**src/rtl/spi_seq_pkg.sv**
```systemverilog
// Shared types and helpers for the SPI phase sequencer: phase codes, lane
// encodings, FSM states and the cycle-count / phase-ordering functions.
package spi_seq_pkg;

  localparam logic [2:0] PH_CMD   = 3'd0;
  localparam logic [2:0] PH_ADDR  = 3'd1;
  localparam logic [2:0] PH_ALT   = 3'd2;
  localparam logic [2:0] PH_DUMMY = 3'd3;
  localparam logic [2:0] PH_TX    = 3'd4;
  localparam logic [2:0] PH_RX    = 3'd5;

  localparam logic [1:0] LANES_SINGLE = 2'b00;
  localparam logic [1:0] LANES_DUAL   = 2'b01;
  localparam logic [1:0] LANES_QUAD   = 2'b10;

  localparam int CNT_W = 16;

  // Phase states are contiguous so that state = phase index + 1.
  typedef enum logic [2:0] {
    S_IDLE, S_CMD, S_ADDR, S_ALT, S_DUMMY, S_TX, S_RX, S_FIN
  } state_t;

  function automatic logic [CNT_W-1:0] ceil_div_lanes(input logic [CNT_W-1:0] nbits,
                                                      input logic [1:0]       lanes,
                                                      input logic             dtr);
    logic [CNT_W:0] c;
    case (lanes)
      LANES_DUAL: c = ({1'b0, nbits} + (CNT_W+1)'(1)) >> 1;
      LANES_QUAD: c = ({1'b0, nbits} + (CNT_W+1)'(3)) >> 2;
      default:    c = {1'b0, nbits};
    endcase
    if (dtr) c = (c + (CNT_W+1)'(1)) >> 1;
    return c[CNT_W-1:0];
  endfunction

  // First enabled phase strictly after cur; en[i] enables state i+1.
  function automatic state_t next_phase(input state_t cur, input logic [5:0] en);
    state_t nxt;
    nxt = S_FIN;
    for (int i = 5; i >= 0; i--) begin
      if (en[i] && ((i + 1) > int'(cur))) nxt = state_t'(3'(i + 1));
    end
    return nxt;
  endfunction

endpackage

```
**src/rtl/spi_byte_swap.sv**
```systemverilog
// Optional byte reversal of a DATA_W-wide word (byte 0 <-> byte N-1, ...).
module spi_byte_swap
  import spi_seq_pkg::*;
#(
  parameter int DATA_W = 32
) (
  input  logic [DATA_W-1:0] din,
  input  logic              swap_en,
  output logic [DATA_W-1:0] dout
);

  localparam int NB = DATA_W / 8;

  logic [DATA_W-1:0] rev;

  for (genvar i = 0; i < NB; i++) begin : g_byte
    assign rev[8*i +: 8] = din[8*(NB-1-i) +: 8];
  end

  assign dout = swap_en ? rev : din;

endmodule

```
**src/rtl/spi_phase_sequencer.sv**
```systemverilog
// Turns one captured flash-transaction request into an ordered stream of
// phase descriptors (cmd, addr, alt, dummy, tx, rx) for the SPI shift engine.
module spi_phase_sequencer
  import spi_seq_pkg::*;
#(
  parameter int DATA_W  = 32,
  parameter int ADDR_W  = 32,
  parameter int NBITS_W = 8,
  parameter int DUMMY_W = 5
) (
  input  logic                  clk,
  input  logic                  rst,
  input  logic                  req_valid,
  output logic                  req_ready,
  input  logic                  cmd_en,
  input  logic                  addr_en,
  input  logic                  alt_en,
  input  logic                  tx_en,
  input  logic                  rx_en,
  input  logic [7:0]            command,
  input  logic [ADDR_W-1:0]     address,
  input  logic                  fourbyteaddr_on,
  input  logic [7:0]            alt,
  input  logic [DUMMY_W-1:0]    dummy_cycles,
  input  logic [NBITS_W-1:0]    ntxbits,
  input  logic [DATA_W-1:0]     datain,
  input  logic [NBITS_W-1:0]    nrxbits,
  input  logic                  swap_en,
  input  logic [1:0]            lanes_cmd,
  input  logic [1:0]            lanes_addr,
  input  logic [1:0]            lanes_alt,
  input  logic [1:0]            lanes_data,
  input  logic                  dtr_en,
  input  logic                  abort,
  output logic                  ph_valid,
  input  logic                  ph_ready,
  output logic [2:0]            ph_type,
  output logic [1:0]            ph_lanes,
  output logic                  ph_dtr,
  output logic [NBITS_W-1:0]    ph_nbits,
  output logic [NBITS_W-1:0]    ph_cycles,
  output logic [((DATA_W > ADDR_W) ? DATA_W : ADDR_W)-1:0] ph_data,
  output logic                  ph_last,
  output logic                  done,
  output logic [NBITS_W+3:0]    total_edges
);

  localparam int PD_W      = (DATA_W > ADDR_W) ? DATA_W : ADDR_W;
  localparam int AX_W      = (ADDR_W > 32) ? ADDR_W : 32;
  localparam int ADDR32_SH = (PD_W >= 32) ? PD_W - 32 : 0;
  localparam int SUM_W     = NBITS_W + 3;
  localparam int REQ_W     = 5 + 8 + ADDR_W + 1 + 8 + DUMMY_W + NBITS_W + DATA_W
                             + NBITS_W + 8 + 1;

  state_t               state_q, state_d;
  logic [REQ_W-1:0]     req_q, req_d, req_live;
  logic [SUM_W-1:0]     sum_q, sum_d;
  logic                 ph_valid_q, ph_valid_d;
  logic [2:0]           ph_type_q, ph_type_d;
  logic [1:0]           ph_lanes_q, ph_lanes_d;
  logic                 ph_dtr_q, ph_dtr_d;
  logic [NBITS_W-1:0]   ph_nbits_q, ph_nbits_d;
  logic [NBITS_W-1:0]   ph_cycles_q, ph_cycles_d;
  logic [PD_W-1:0]      ph_data_q, ph_data_d;
  logic                 ph_last_q, ph_last_d;

  logic                 accept;
  logic [DATA_W-1:0]    datain_sw;
  logic [5:0]           en_r;
  logic [NBITS_W-1:0]   tx_nbits;
  logic [AX_W-1:0]      addr_ext;
  logic                 is_dummy;

  logic                 r_cmd_en, r_addr_en, r_alt_en, r_tx_en, r_rx_en;
  logic [7:0]           r_command, r_alt;
  logic [ADDR_W-1:0]    r_address;
  logic                 r_four, r_dtr;
  logic [DUMMY_W-1:0]   r_dummy;
  logic [NBITS_W-1:0]   r_ntx, r_nrx;
  logic [DATA_W-1:0]    r_datain;
  logic [1:0]           r_lanes_cmd, r_lanes_addr, r_lanes_alt, r_lanes_data;

  spi_byte_swap #(.DATA_W(DATA_W)) u_swap (
    .din     (datain),
    .swap_en (swap_en),
    .dout    (datain_sw)
  );

  assign accept   = req_valid && (state_q == S_IDLE) && !abort;
  assign req_live = {cmd_en, addr_en, alt_en, tx_en, rx_en, command, address,
                     fourbyteaddr_on, alt, dummy_cycles, ntxbits, datain_sw, nrxbits,
                     lanes_cmd, lanes_addr, lanes_alt, lanes_data, dtr_en};

  // On the accept cycle the live inputs feed the first descriptor directly,
  // afterwards only the captured copy is used.
  always_comb begin
    req_d = accept ? req_live : req_q;
  end

  assign {r_cmd_en, r_addr_en, r_alt_en, r_tx_en, r_rx_en, r_command, r_address,
          r_four, r_alt, r_dummy, r_ntx, r_datain, r_nrx,
          r_lanes_cmd, r_lanes_addr, r_lanes_alt, r_lanes_data, r_dtr} = req_d;

  assign en_r = {r_rx_en && (r_nrx != '0), r_tx_en && (r_ntx != '0), r_dummy != '0,
                 r_alt_en, r_addr_en, r_cmd_en};

  assign tx_nbits = (int'(r_ntx) > DATA_W) ? NBITS_W'(DATA_W) : r_ntx;
  assign addr_ext = AX_W'(r_address);

  always_comb begin
    state_d = state_q;
    sum_d   = sum_q;
    if (accept) begin
      sum_d = '0;
    end else if (ph_valid_q && ph_ready && !abort) begin
      sum_d = sum_q + SUM_W'(ph_cycles_q);
    end
    if (abort) begin
      state_d = S_IDLE;
    end else begin
      case (state_q)
        S_IDLE:  if (req_valid) state_d = next_phase(S_IDLE, en_r);
        S_FIN:   state_d = S_IDLE;
        default: if (ph_ready) state_d = next_phase(state_q, en_r);
      endcase
    end
  end

  // Descriptor for the state being entered; constant while the state holds.
  always_comb begin
    ph_valid_d = 1'b0;
    ph_type_d  = PH_CMD;
    ph_lanes_d = LANES_SINGLE;
    ph_dtr_d   = 1'b0;
    ph_nbits_d = '0;
    ph_data_d  = '0;
    is_dummy   = 1'b0;
    case (state_d)
      S_CMD: begin
        ph_valid_d = 1'b1;
        ph_lanes_d = r_lanes_cmd;
        ph_nbits_d = NBITS_W'(8);
        ph_data_d  = PD_W'(r_command) << (PD_W - 8);
      end
      S_ADDR: begin
        ph_valid_d = 1'b1;
        ph_type_d  = PH_ADDR;
        ph_lanes_d = r_lanes_addr;
        ph_dtr_d   = r_dtr;
        if (r_four) begin
          ph_nbits_d = NBITS_W'(32);
          ph_data_d  = PD_W'(addr_ext[31:0]) << ADDR32_SH;
        end else begin
          ph_nbits_d = NBITS_W'(24);
          ph_data_d  = PD_W'(addr_ext[23:0]) << (PD_W - 24);
        end
      end
      S_ALT: begin
        ph_valid_d = 1'b1;
        ph_type_d  = PH_ALT;
        ph_lanes_d = r_lanes_alt;
        ph_dtr_d   = r_dtr;
        ph_nbits_d = NBITS_W'(8);
        ph_data_d  = PD_W'(r_alt) << (PD_W - 8);
      end
      S_DUMMY: begin
        ph_valid_d = 1'b1;
        ph_type_d  = PH_DUMMY;
        is_dummy   = 1'b1;
      end
      S_TX: begin
        ph_valid_d = 1'b1;
        ph_type_d  = PH_TX;
        ph_lanes_d = r_lanes_data;
        ph_dtr_d   = r_dtr;
        ph_nbits_d = tx_nbits;
        ph_data_d  = PD_W'(r_datain) << (PD_W - DATA_W);
      end
      S_RX: begin
        ph_valid_d = 1'b1;
        ph_type_d  = PH_RX;
        ph_lanes_d = r_lanes_data;
        ph_dtr_d   = r_dtr;
        ph_nbits_d = r_nrx;
      end
      default: ;
    endcase
    if (is_dummy) begin
      ph_cycles_d = NBITS_W'(r_dummy);
    end else begin
      ph_cycles_d = NBITS_W'(ceil_div_lanes(CNT_W'(ph_nbits_d), ph_lanes_d, ph_dtr_d));
    end
    ph_last_d = ph_valid_d && (next_phase(state_d, en_r) == S_FIN);
  end

  always_ff @(posedge clk or negedge rst) begin
    if (!rst) begin
      state_q     <= S_IDLE;
      sum_q       <= '0;
      ph_valid_q  <= 1'b0;
      ph_type_q   <= '0;
      ph_lanes_q  <= '0;
      ph_dtr_q    <= 1'b0;
      ph_nbits_q  <= '0;
      ph_cycles_q <= '0;
      ph_data_q   <= '0;
      ph_last_q   <= 1'b0;
    end else begin
      state_q     <= state_d;
      sum_q       <= sum_d;
      ph_valid_q  <= ph_valid_d;
      ph_type_q   <= ph_type_d;
      ph_lanes_q  <= ph_lanes_d;
      ph_dtr_q    <= ph_dtr_d;
      ph_nbits_q  <= ph_nbits_d;
      ph_cycles_q <= ph_cycles_d;
      ph_data_q   <= ph_data_d;
      ph_last_q   <= ph_last_d;
    end
  end

  always_ff @(posedge clk) begin
    req_q <= req_d;
  end

  assign req_ready   = (state_q == S_IDLE);
  assign done        = (state_q == S_FIN);
  assign total_edges = {sum_q, 1'b0};
  assign ph_valid    = ph_valid_q;
  assign ph_type     = ph_type_q;
  assign ph_lanes    = ph_lanes_q;
  assign ph_dtr      = ph_dtr_q;
  assign ph_nbits    = ph_nbits_q;
  assign ph_cycles   = ph_cycles_q;
  assign ph_data     = ph_data_q;
  assign ph_last     = ph_last_q;

endmodule
```
**config.mk**
```make
export PLATFORM = sky130hd
export DESIGN_NAME = spi_phase_sequencer
export DESIGN_NICKNAME = d
export VERILOG_FILES = /design/src/rtl/spi_seq_pkg.sv /design/src/rtl/spi_byte_swap.sv /design/src/rtl/spi_phase_sequencer.sv
export SDC_FILE = /design/constraint.sdc
export NUM_CORES = 1
export LEC_CHECK = 0
export CAP_MARGIN = 20
export CORE_MARGIN = 3
export CORE_UTILIZATION = 51
export DETAILED_ROUTE_END_ITERATION = 12
export GPL_TIMING_DRIVEN = 0
export PLACE_DENSITY = 0.83
export SETUP_SLACK_MARGIN = 0.15
export SKIP_LAST_GASP = 1
export SYNTH_ARGS = -nofsm -noshare
export SYNTH_HDL_FRONTEND = slang
export SYNTH_SLANG_ARGS = --single-unit
```
**constraint.sdc**
```tcl
create_clock -name clk -period 6.3 [get_ports clk]
set_input_delay 1.89 -clock clk [delete_from_list [all_inputs] [get_ports clk]]
set_output_delay 1.89 -clock clk [all_outputs]
set_load 0.1 [all_outputs]
```
* Word level (Yosys, flattened, before mapping)
Index checks and enable logic that the tools add are counted.
** Operators by class
- Multiplexer cells :: 40
- $lt $le $gt $ge :: 13
- $add $sub $neg :: 4
- Equal/unequal tests :: 10
- Reduce and logical (&&, ||, !) cells :: 29
** Operator list (count)
- 32-bit case mux with 4 select lines :: 1
- 116-bit two-way mux :: 1
- 32-bit two-way mux :: 2
- 3-bit two-way mux :: 18
- 8-bit case mux with 4 select lines :: 1
- 8-bit two-way mux :: 3
- 11-bit two-way mux :: 2
- 1-bit logical AND :: 19
- 3-bit > comparator, first input constant :: 6
- 8-bit case mux with 2 select lines :: 1
- 8-bit nonzero test :: 2
- 3-bit == test, second input constant :: 5
- 3-bit case mux with 5 select lines :: 1
- 2-bit by 3-bit > comparator with 1-bit output, first input constant :: 4
- 11-bit by 8-bit adder with 11-bit output :: 1
- 8-bit by 1-bit adder with 9-bit output, second input constant :: 1
- 8-bit by 2-bit adder with 9-bit output, second input constant :: 1
- 9-bit by 1-bit adder with 9-bit output, second input constant :: 1
- 9-bit two-way mux :: 1
- 8-bit by 6-bit > comparator with 1-bit output, second input constant :: 1
- 2-bit case mux with 4 select lines :: 1
- 3-bit by 2-bit == test with 1-bit output, second input constant :: 2
- 1-bit by 3-bit > comparator with 1-bit output, first input constant :: 2
- 1-bit two-way mux :: 6
- 12 further kinds :: 13
** Storage, ports and cells
- Word-level logic and storage cells :: 107
- Bits in registers :: 186

* Depth between registers and ports, before layout
Gate-level depths: netlist (run 1).
- Depth after elaboration :: 26
- Mapped depth :: 25
- Depth with buffers taken out :: 22

* Modules after synthesis
From an unflattened synthesis (run 1), not the netlist that was laid out.
** Unflattened totals
- Cells, all modules :: 1031
- Area total of the unflattened synthesis :: 9073.7 sq um
** Modules (own cells, without submodules)
- spi_phase_sequencer :: seq. area each 4073.9 sq um, cells each 995, times used 1, area each 8529.4 sq um
- spi_byte_swap :: seq. area each 0.0 sq um, cells each 36, times used 1, area each 544.3 sq um

* Worst setup path before layout (run 1)
OpenSTA, ideal clock, no wires.
- Path type :: register -> register
- Start point :: reg state_q[0]
- End point :: reg ph_cycles_q[6] (netlist: ph_cycles[6])
- Buffers on the path :: 4
- Data arrival time :: 7.318 ns
- Slack :: -1.138 ns
- Cell stages (with the launch flop) :: 22
- Period minus slack after synthesis :: 7.438 ns
- Cell sequence :: dfrtp_1 > clkbuf_1 > nor3_1 > o32ai_1 > a2bb2oi_1 > or2_2 > o21a_1 > buf_6 > clkinv_4 > buf_2 > nor2_1 > or3_1 > a21oi_1 > a2111oi_0 > inv_1 > ha_1 > clkbuf_1 > o41ai_1 > a211oi_1 > or4_4 > or4_1 > and3_1
** On the way
- Longest elaborated chain between the ends :: 25
- Elaborated cells between the ends (all ways) :: 63
- Classes of those cells :: add/sub (3); order compare (7); eq/ne (9); mux (27); reduce/logical (17)
** Ends and longest elaborated chain
- from (decl) :: RTL line spi_phase_sequencer.sv:55 : state_t state_q, state_d;
- from (signal assigned) :: RTL line spi_phase_sequencer.sv:209 : state_q <= state_d;
- 3-bit logical NOT (*)
- net req_ready :: RTL line spi_phase_sequencer.sv:14 : output logic req_ready,
- 1-bit logical AND (2 in series) :: RTL line spi_phase_sequencer.sv:89 : assign accept = req_valid && (state_q == S_IDLE) && !abort;
- 116-bit two-way mux :: RTL line spi_phase_sequencer.sv:97 : req_d = accept ? req_live : req_q;
- 8-bit nonzero test :: RTL line spi_phase_sequencer.sv:104 : assign en_r = {r_rx_en && (r_nrx != '0), r_tx_en && (r_ntx != '0), r_dummy != '0,
- 1-bit logical AND :: RTL line spi_phase_sequencer.sv:104
- 1-bit logical AND :: RTL line spi_seq_pkg.sv:41 : if (en[i] && ((i + 1) > int'(cur))) nxt = state_t'(3'(i + 1));
- 1-bit two-way mux :: RTL line spi_seq_pkg.sv:41
- [... 11 more ...]
- net ph_lanes_d[1] :: RTL line spi_phase_sequencer.sv:60 : logic [1:0] ph_lanes_q, ph_lanes_d;
- 2-bit == test / 2-bit by 1-bit == test with 1-bit output (equally long branches) :: RTL line spi_seq_pkg.sv:27 : case (lanes)
- 8-bit case mux with 2 select lines (*) :: RTL line spi_seq_pkg.sv:27
- 9-bit two-way mux (*) :: RTL line spi_phase_sequencer.sv:188 : if (is_dummy) begin
- 9-bit by 1-bit adder with 9-bit output :: RTL line spi_seq_pkg.sv:32 : if (dtr) c = (c + (CNT_W+1)'(1)) >> 1;
- 8-bit two-way mux (*) :: RTL line spi_seq_pkg.sv:32
- 8-bit two-way mux (*) :: RTL line spi_phase_sequencer.sv:188
- net ph_cycles_d[6] :: RTL line spi_phase_sequencer.sv:63 : logic [NBITS_W-1:0] ph_cycles_q, ph_cycles_d;
- to (signal assigned) :: RTL line spi_phase_sequencer.sv:216 : ph_cycles_q <= ph_cycles_d;
- to (decl) :: RTL line spi_phase_sequencer.sv:63
The timed path passes the listed nets; every way through them passes the cells marked *. The select of a mux whose other input is x is not followed.
A chain may end at the register's enable or synchronous reset.

* Worst setup path after layout (run 1)
- Start point :: in req_valid
- End point :: reg ph_cycles_q[5] (netlist: ph_cycles[5])
** On the way
- Longest elaborated chain between the ends :: 24
- Elaborated cells between the ends (all ways) :: 55
- Classes of those cells :: add/sub (3); order compare (1); eq/ne (8); mux (27); reduce/logical (16)
** Ends and longest elaborated chain
- from (decl) :: RTL line spi_phase_sequencer.sv:13 : input logic req_valid,
- 1-bit logical AND (2 in series) :: RTL line spi_phase_sequencer.sv:89
- 116-bit two-way mux :: RTL line spi_phase_sequencer.sv:97
- 8-bit nonzero test :: RTL line spi_phase_sequencer.sv:104
- 1-bit logical AND :: RTL line spi_phase_sequencer.sv:104
- 1-bit logical AND :: RTL line spi_seq_pkg.sv:41
- 1-bit two-way mux :: RTL line spi_seq_pkg.sv:41
- 3-bit two-way mux (5 in series) :: RTL line spi_seq_pkg.sv:41
- 3-bit two-way mux :: RTL line spi_phase_sequencer.sv:124 : default: if (ph_ready) state_d = next_phase(state_q, en_r);
- [... 5 more ...]
- net ph_lanes_d[1] :: RTL line spi_phase_sequencer.sv:60
- 2-bit == test / 2-bit by 1-bit == test with 1-bit output (equally long branches) :: RTL line spi_seq_pkg.sv:27
- 8-bit case mux with 2 select lines (*) :: RTL line spi_seq_pkg.sv:27
- 9-bit two-way mux (*) :: RTL line spi_phase_sequencer.sv:188
- 9-bit by 1-bit adder with 9-bit output :: RTL line spi_seq_pkg.sv:32
- 8-bit two-way mux (*) :: RTL line spi_seq_pkg.sv:32
- 8-bit two-way mux (*) :: RTL line spi_phase_sequencer.sv:188
- net ph_cycles_d[5] :: RTL line spi_phase_sequencer.sv:63
Marked as above.

==> qor.csv, run 1 <==
stage,metric,value,unit
logic_synthesis,Synth area leaders,"dfxtp_1 26%, dfrtp_1 20%, nand2_1 9.3%, mux2i_1 7.0%, o21ai_0 4.4%",
logic_synthesis,Synth Area in Compound Gates,0.163,
critical_path,critical path's largest stage delay,540,ps
sta,post-route setup slack,-242,ps
power_and_ir_drop,PD cells,537,nW/um^2
sta,crit path time final,6540,ps
floorplan,I/O pin count,192,
sta,setup TNS,-597,ps
logic_synthesis,Post-synth EDFFs,0,
floorplan,Core Region,16800,sq um
logic_synthesis,register area share after synthesis,0.460,
sta,Finish-stage setup viols,6,
logic_synthesis,synth unique cells,79,
global_route,gr usage total,0.322,
power_and_ir_drop,Static Leak,5.89,nW
place,Port Buffer Count,188,
logic_synthesis,Mean Syn Cell Area,8.58,sq um
floorplan,Die W,138,um
detailed_routing,via count,9195,
clocking,CTS H-tree lvls,4,
floorplan,Initial Util,0.527,
detailed_routing,DR vias/cell,5.91,
logic_synthesis,Yosys reg bits,186,
finish,fillers,1216,
logic_synthesis,Mapped Cells,1033,
logic_synthesis,Post-synth top flop,dfxtp_1,
critical_path,crit-path most repeated cell,buf_6,
detailed_routing,Residual DRC,0,
floorplan,die area,19000,sq um
logic_synthesis,top cell type's share of synthesized area,0.262,
global_route,number of global-route vias before repair,8988,
sta,unrepaired setup endpoints after global routing,yes,
clocking,clock latency on the worst-skew pair,440,ps
status,status,finished with violations,
logic_synthesis,Mapped Nets,1169,
sta,final period utilization,1.04,
detailed_routing,detailed-route wire length,31.6,mm
global_route,pin count of the biggest net entering global routing,71,
finish,share of cells above drive strength 1,0.171,
critical_path,CP max FO,7,
sta,FMAX,153,MHz
logic_synthesis,YS warnings,0,
finish,Area Overhead vs Synth,44.2,%
sta,worst slew pin tran,1030,ps
detailed_routing,DRT Pass-1 Iters,6,
logic_synthesis,largest family of logic cells by synthesized area,simple AND/OR/NAND/NOR gates,
global_route,grt ovf,0,
logic_synthesis,most frequent cell after synthesis,nand2_1,
sta,Worst Skew,12.3,ps
logic_synthesis,synth cell count leaders,"219 x nand2_1, 116 x dfxtp_1, 77 x o21ai_0",
logic_synthesis,Synth area leader,dfxtp_1,
critical_path,Required @ worst endpoint,6600,ps
clocking,clock root buffer,clkbuf_16,
logic_synthesis,Synth Area in Adders,0.0206,
detailed_routing,WL/cell,20.3,um
clocking,CTS max path bufs,2,
critical_path,CP Capture Type,flip-flop,
hold_path,Hold Path Class,flip-flop to flip-flop,
floorplan,Placement Rows,47,
critical_path,crit path kind,input pin to flip-flop,
place,routability-driven placement congestion ratio,0.951,
sta,fin. max-slew vios,0,
floorplan,die height,138,um
place,HPWL after detailed placement,21.6,mm
detailed_routing,Antenna Violating Nets Remaining,0,
global_route,initial antenna violation count,0,
critical_path,Worst Path Arrival,6840,ps
logic_synthesis,Post-synth ARST share,0.376,
clocking,CTS Buf Count,17,
logic_synthesis,multiplexer area fraction after synthesis,0.0739,
logic_synthesis,Mapped Area,8860,sq um
finish,nets@finish,1459,
logic_synthesis,xor and xnor area share after synthesis,0.0148,
logic_synthesis,simple-gate share of the synthesized area,0.213,
clocking,Clock Sinks,186,
critical_path,flop2flop setup slack,700,ps
clocking,register clock-pin slew on the reported worst setup and hold paths,80,ps
clocking,CTS tree,done,
hold_path,depth of the worst hold-timing path,2,
critical_path,CP Launch Type,input pin,
power_and_ir_drop,maximum VDD drop,0.534,mV
sta,slew margin rel.,0.312,
job,total of max-cap violations,0,
critical_path,"slowest stage cell, crit path",or4b_4,
place,post-place setup slack,-1760,ps
clocking,"Hold-fix buffers, CTS",0,
global_route,first-pass GRT wire length,46.9,mm
critical_path,Reg2Reg Depth,30,
detailed_routing,Initial DRC Count,1023,
sta,Fin. Hold Viols,0,
status,failing checks,setup timing,
-- cell type report --
cell class,count,area (sq um),share of cell area
Multi-Input combinational cell,730,4690,0.367
Sequential cell,186,4070,0.319
Timing Repair Buffer,271,2570,0.201
Clock buffer,19,475,0.0372
Buffer,63,337,0.0264
Tap cell,220,275,0.0216
Inverter,54,233,0.0182
Clock inverter,13,123,0.00960
Antenna cell,1,2.50,0.000196
-- logic make-up after synthesis --
logic type,after synthesis
AOI/OAI and AO/OA,224
DFF,186
buffers and inverters,117
adders and majority gates,14
muxes,65
other,1
and+or+nand+nor,411
xor gates and xnor gates,15
-- power by group --
| part | switching, mW | total (mW) | leakage [nW] | internal (mW) |
|---|---|---|---|---|
| Combinational | 2.60 | 3.89 | 3.67 | 1.29 |
| Sequential | 0.204 | 1.89 | 1.93 | 1.68 |
| Clock | 0.514 | 1.08 | 0.293 | 0.568 |
-- metal layers --
layer | global-route usage | wire length (um) | part of all wire
met5 | 0 | 0 | 0
met1 | 0.409 | 11900 | 0.38
met4 | 0.156 | 1600 | 0.051
met2 | 0.522 | 15000 | 0.47
met3 | 0.0687 | 3170 | 0.10
-- per-stage QoR --
stage | cells | total power [mW] | util | area (sq um) | hold WS, ps
6_report | 1557 | 6.86 | 0.759 | 12800 | 451
3_3_place_gp | 1441 | 5.05 | 0.661 | 11100 | 425
5_1_grt | 1556 | 7.15 | 0.759 | 12800 | 467
2_1_floorplan | 1033 | 4.19 | - | 8960 | 412
3_5_place_dp | 1441 | 5.11 | 0.661 | 11100 | 432
4_1_cts | 1544 | 6.58 | 0.743 | 12500 | 449
-- final timing paths --
path,startpoint,to
max in group asynchronous,rst,ph_data[13]
setup / recovery,req_valid,ph_cycles[5]
min in group asynchronous,rst,ph_nbits[7]
setup reg to reg,state_q[2],ph_cycles[5]
hold reg to reg,req_q[102],req_q[102]
hold / removal,req_q[102],req_q[102]
-- flip-flops by register name (all words and copies together) (netlist names) --
| name | flops |
|---|---|
| req_q | 116 |
| ph_nbits | 8 |
| ph_cycles | 8 |
| ph_dtr | 1 |
| ph_last | 1 |
| ph_data | 32 |
| ph_lanes | 2 |
| state_q | 3 |
| sum_q | 11 |
| ph_valid | 1 |
| ph_type | 3 |
-- layout by cell type, fill, tap and decap left out, drive strengths merged, types with 16 or more instances in the layout --
cell type,instances
nand2,220
clkdlybuf4s50,162
dfxtp,116
buf,108
o21ai,79
dfrtp,70
mux2i,62
clkbuf,62
nor2,59
inv,57
a21oi,52
nand3,49
o211ai,20
dlygate4sd2,17
nor3,16
-- what timing repair did --
action | 4_1_cts | 5_1_grt
buffers inserted | 71 | 12
setup endpoints to repair | 8 | 9
pin swaps | 37 | 33
resized for setup | 111 | 47
-- critical path: cells and delay by family --
| kind | cells | cell delay, ps |
|---|---|---|
| AO/OA/AOI/OAI | 6 | 810 |
| adder cells (fa/ha/maj) | 1 | 220 |
| buffers and inverters | 15 | 1610 |
| AND/OR/NAND/NOR | 9 | 2310 |
Power figures use the tool's default switching activity.
==> inputs of run 2 (changes only) <==
Settings changed: CORE_UTILIZATION 51 to 55, PLACE_DENSITY 0.83 to 0.84.
Clock period 6.3 ns to 8.4 ns, I/O delays scaled along.
==> run 2 against run 1 <==
Net effect: global-route usage decreased by 0.75 points; clock skew decreased by 1.4 ps; sequential power decreased by 25%; critical endpoint is now ph_cycles[6]; first-iteration DRC count decreased by 4.0%; flip-flop and latch count unchanged; the flow now finishes without violations; largest power group unchanged; core utilization decreased by 0.22 points; critical path depth decreased by 9; power decreased by 32%; via count decreased by 5.7%; clock power decreased by 25%; register-to-register slack improved by 1700 ps.
==> qor.csv, run 2 (same netlist as run 1, synthesis figures left out) <==
stage,metric,value,unit,change
status,status,finished clean,,
place,Port Buffer Count,188,,unchanged
finish,share of cells above drive strength 1,0.0748,,-0.0959
clocking,CTS tree,done,,
global_route,first-pass GRT wire length,44.1,mm,-5.9%
sta,Worst Skew,11.0,ps,-1.36 ps
clocking,register clock-pin slew on the reported worst setup and hold paths,70,ps,about the same
floorplan,Die W,133,um,-3.5%
finish,Layout Utilization,0.757,,-0.00224
floorplan,I/O pin count,192,,unchanged
place,routability-driven placement congestion ratio,0.963,,+1.3%
critical_path,Worst R2R End,ph_cycles[6],,
critical_path,Required @ worst endpoint,8730,ps,+2130 ps
clocking,CTS H-tree lvls,4,,unchanged
sta,Finish-stage setup viols,0,,-6
critical_path,crit path to,ph_cycles[6],,
critical_path,crit path kind,input pin to flip-flop,,
clocking,Clock Sinks,186,,unchanged
detailed_routing,Initial DRC Count,982,,-4.0%
critical_path,flop2flop setup slack,2360,ps,+1660 ps
critical_path,Reg2Reg Depth,21,,-30%
clocking,CTS Buf Count,17,,unchanged
floorplan,Initial Util,0.572,,+0.0454
critical_path,critical-path cell list,"clkdlybuf4s50_1, or4b_1, buf_4, nor2_8, buf_6, nor2_2, o32a_1, o211ai_4, nand2_1, buf_4, nor2_1, and3_1, a2111oi_2, inv_1, ha_2, inv_1, or4_1, nand4_1, nand3b_1, or4_4, or4_1, and3_1",,
global_route,number of global-route vias before repair,8563,,-4.7%
sta,slew margin rel.,0.337,,+0.0243
power_and_ir_drop,Pwr Total,4.67,mW,-32%
clocking,CTS max path bufs,2,,unchanged
sta,worst slew pin tran,992,ps,-36.3 ps
finish,fin area,11700,sq um,-8.2%
finish,Area Overhead vs Synth,32.3,%,
hold_path,Hold Path Class,flip-flop to flip-flop,,
sta,crit path time final,8050,ps,
critical_path,Worst Path Arrival,8380,ps,+1540 ps
floorplan,Placement Rows,45,,-4.3%
detailed_routing,via count,8667,,-5.7%
detailed_routing,detailed-route wire length,28.0,mm,-12%
power_and_ir_drop,maximum VDD drop,0.381,mV,-29%
critical_path,Critical Path Start,req_valid,,
finish,max FFs per register,116,,unchanged
detailed_routing,Antenna Violating Nets Remaining,0,,unchanged
power_and_ir_drop,Static Leak,5.35,nW,-9.1%
detailed_routing,DRT Pass-1 Iters,5,,-1
detailed_routing,WL/cell,19.1,um,-6.2%
place,DP Area,11000,sq um,-0.79%
clocking,clock latency on the worst-skew pair,450,ps,about the same
job,total of max-cap violations,0,,unchanged
detailed_routing,Residual DRC,0,,unchanged
floorplan,Core Region,15500,sq um,-7.9%
global_route,gr usage total,0.314,,-0.00750
clocking,clock root buffer,clkbuf_16,,
finish,fillers,1166,,-4.1%
finish,"non-filler cells, final",1468,,-5.7%
sta,FMAX,124,MHz,
sta,Fin. Hold Viols,0,,unchanged
place,Cells after DPL,1433,,-0.56%
critical_path,CP Capture Type,flip-flop,,
finish,Biggest register,req_q,,
critical_path,CP Launch Type,input pin,,
critical_path,CP max FO,10,,+3
sta,fin. max-slew vios,0,,unchanged
power_and_ir_drop,PD cells,398,nW/um^2,-26%
sta,unrepaired setup endpoints after global routing,no,,
place,HPWL after detailed placement,21.1,mm,-2.3%
sta,final period utilization,0.958,,
critical_path,"slowest stage cell, crit path",clkdlybuf4s50_1,,
finish,nets@finish,1380,,-5.4%
sta,setup TNS,0,ps,+597 ps
finish,"commonest cells after routing, fill and taps aside","219 x nand2_1, 187 x clkdlybuf4s50_1, 116 x dfxtp_1, 77 x o21ai_0, 70 x dfrtp_1",,
detailed_routing,DR vias/cell,5.90,,about the same
finish,# diodes,0,,-1
finish,"most common cell after layout, fill and taps aside",nand2_1,,
critical_path,critical path's largest stage delay,540,ps,about the same
global_route,pin count of the biggest net entering global routing,59,,-17%
floorplan,die height,133,um,-3.5%
critical_path,Worst R2R Start,state_q[0],,
global_route,initial antenna violation count,0,,unchanged
floorplan,die area,17700,sq um,-7.0%
global_route,grt ovf,0,,unchanged
-- run 2: repair_timing --
| item | CTS | global route |
|---|---|---|
| resized for setup | 5 | 18 |
| pin swaps | 0 | 3 |
| setup endpoints to repair | 7 | 8 |
| buffers inserted | 1 | 3 |
| hold buffers | 0 | 0 |
-- run 2: critical path: cells and delay by family --
kind / cells / cell delay (ps)
AO/OA/AOI/OAI: 3 / 700
adder cells (fa/ha/maj): 1 / 210
AND/OR/NAND/NOR: 12 / 3560
buffers and inverters: 6 / 1350
-- run 2: routing by layer --
| layer | track usage | routed length, um |
|---|---|---|
| met4 | 0.178 | 1590 |
| met1 | 0.418 | 11200 |
| met5 | 0 | 0 |
| met3 | 0.0608 | 2520 |
| met2 | 0.481 | 12600 |
-- run 2: final cells by class --
| cell class | count | area, sq um | share of cell area |
|---|---|---|---|
| clock inverter | 10 | 104 | 0.00886 |
| inverter | 54 | 215 | 0.0184 |
| clock buffer | 22 | 485 | 0.0414 |
| multi-input combinational | 730 | 4370 | 0.373 |
| timing repair buffer | 193 | 1940 | 0.165 |
| tap | 211 | 264 | 0.0225 |
| buffer | 62 | 273 | 0.0233 |
| sequential | 186 | 4070 | 0.347 |
-- run 2: worst min-delay path by stage --
stage	startpoint	to	slack, ps	depth (start not counted)
5_1_grt	req_q[7]	req_q[7]	460	2
3_5_place_dp	req_q[7]	req_q[7]	430	2
6_report	req_q[7]	req_q[7]	440	2
2_1_floorplan	req_q[7]	req_q[7]	410	2
4_1_cts	req_q[7]	req_q[7]	440	2
3_3_place_gp	req_q[7]	req_q[7]	420	2
-- run 2: report_power, final --
group	total, mW	switching [mW]	internal [mW]	leakage, nW
logic	2.45	1.77	0.687	3.14
registers	1.41	0.146	1.26	1.93
clock network	0.805	0.358	0.447	0.281
total	4.67	2.27	2.40	5.35
-- run 2: per-stage QoR --
stage / worst slack, ps / hold slack [ps]
6_report: 351 / 439
5_1_grt: 82.5 / 464
4_1_cts: 188 / 442
3_5_place_dp: -790 / 426
3_3_place_gp: -824 / 423
2_1_floorplan: 962 / 412
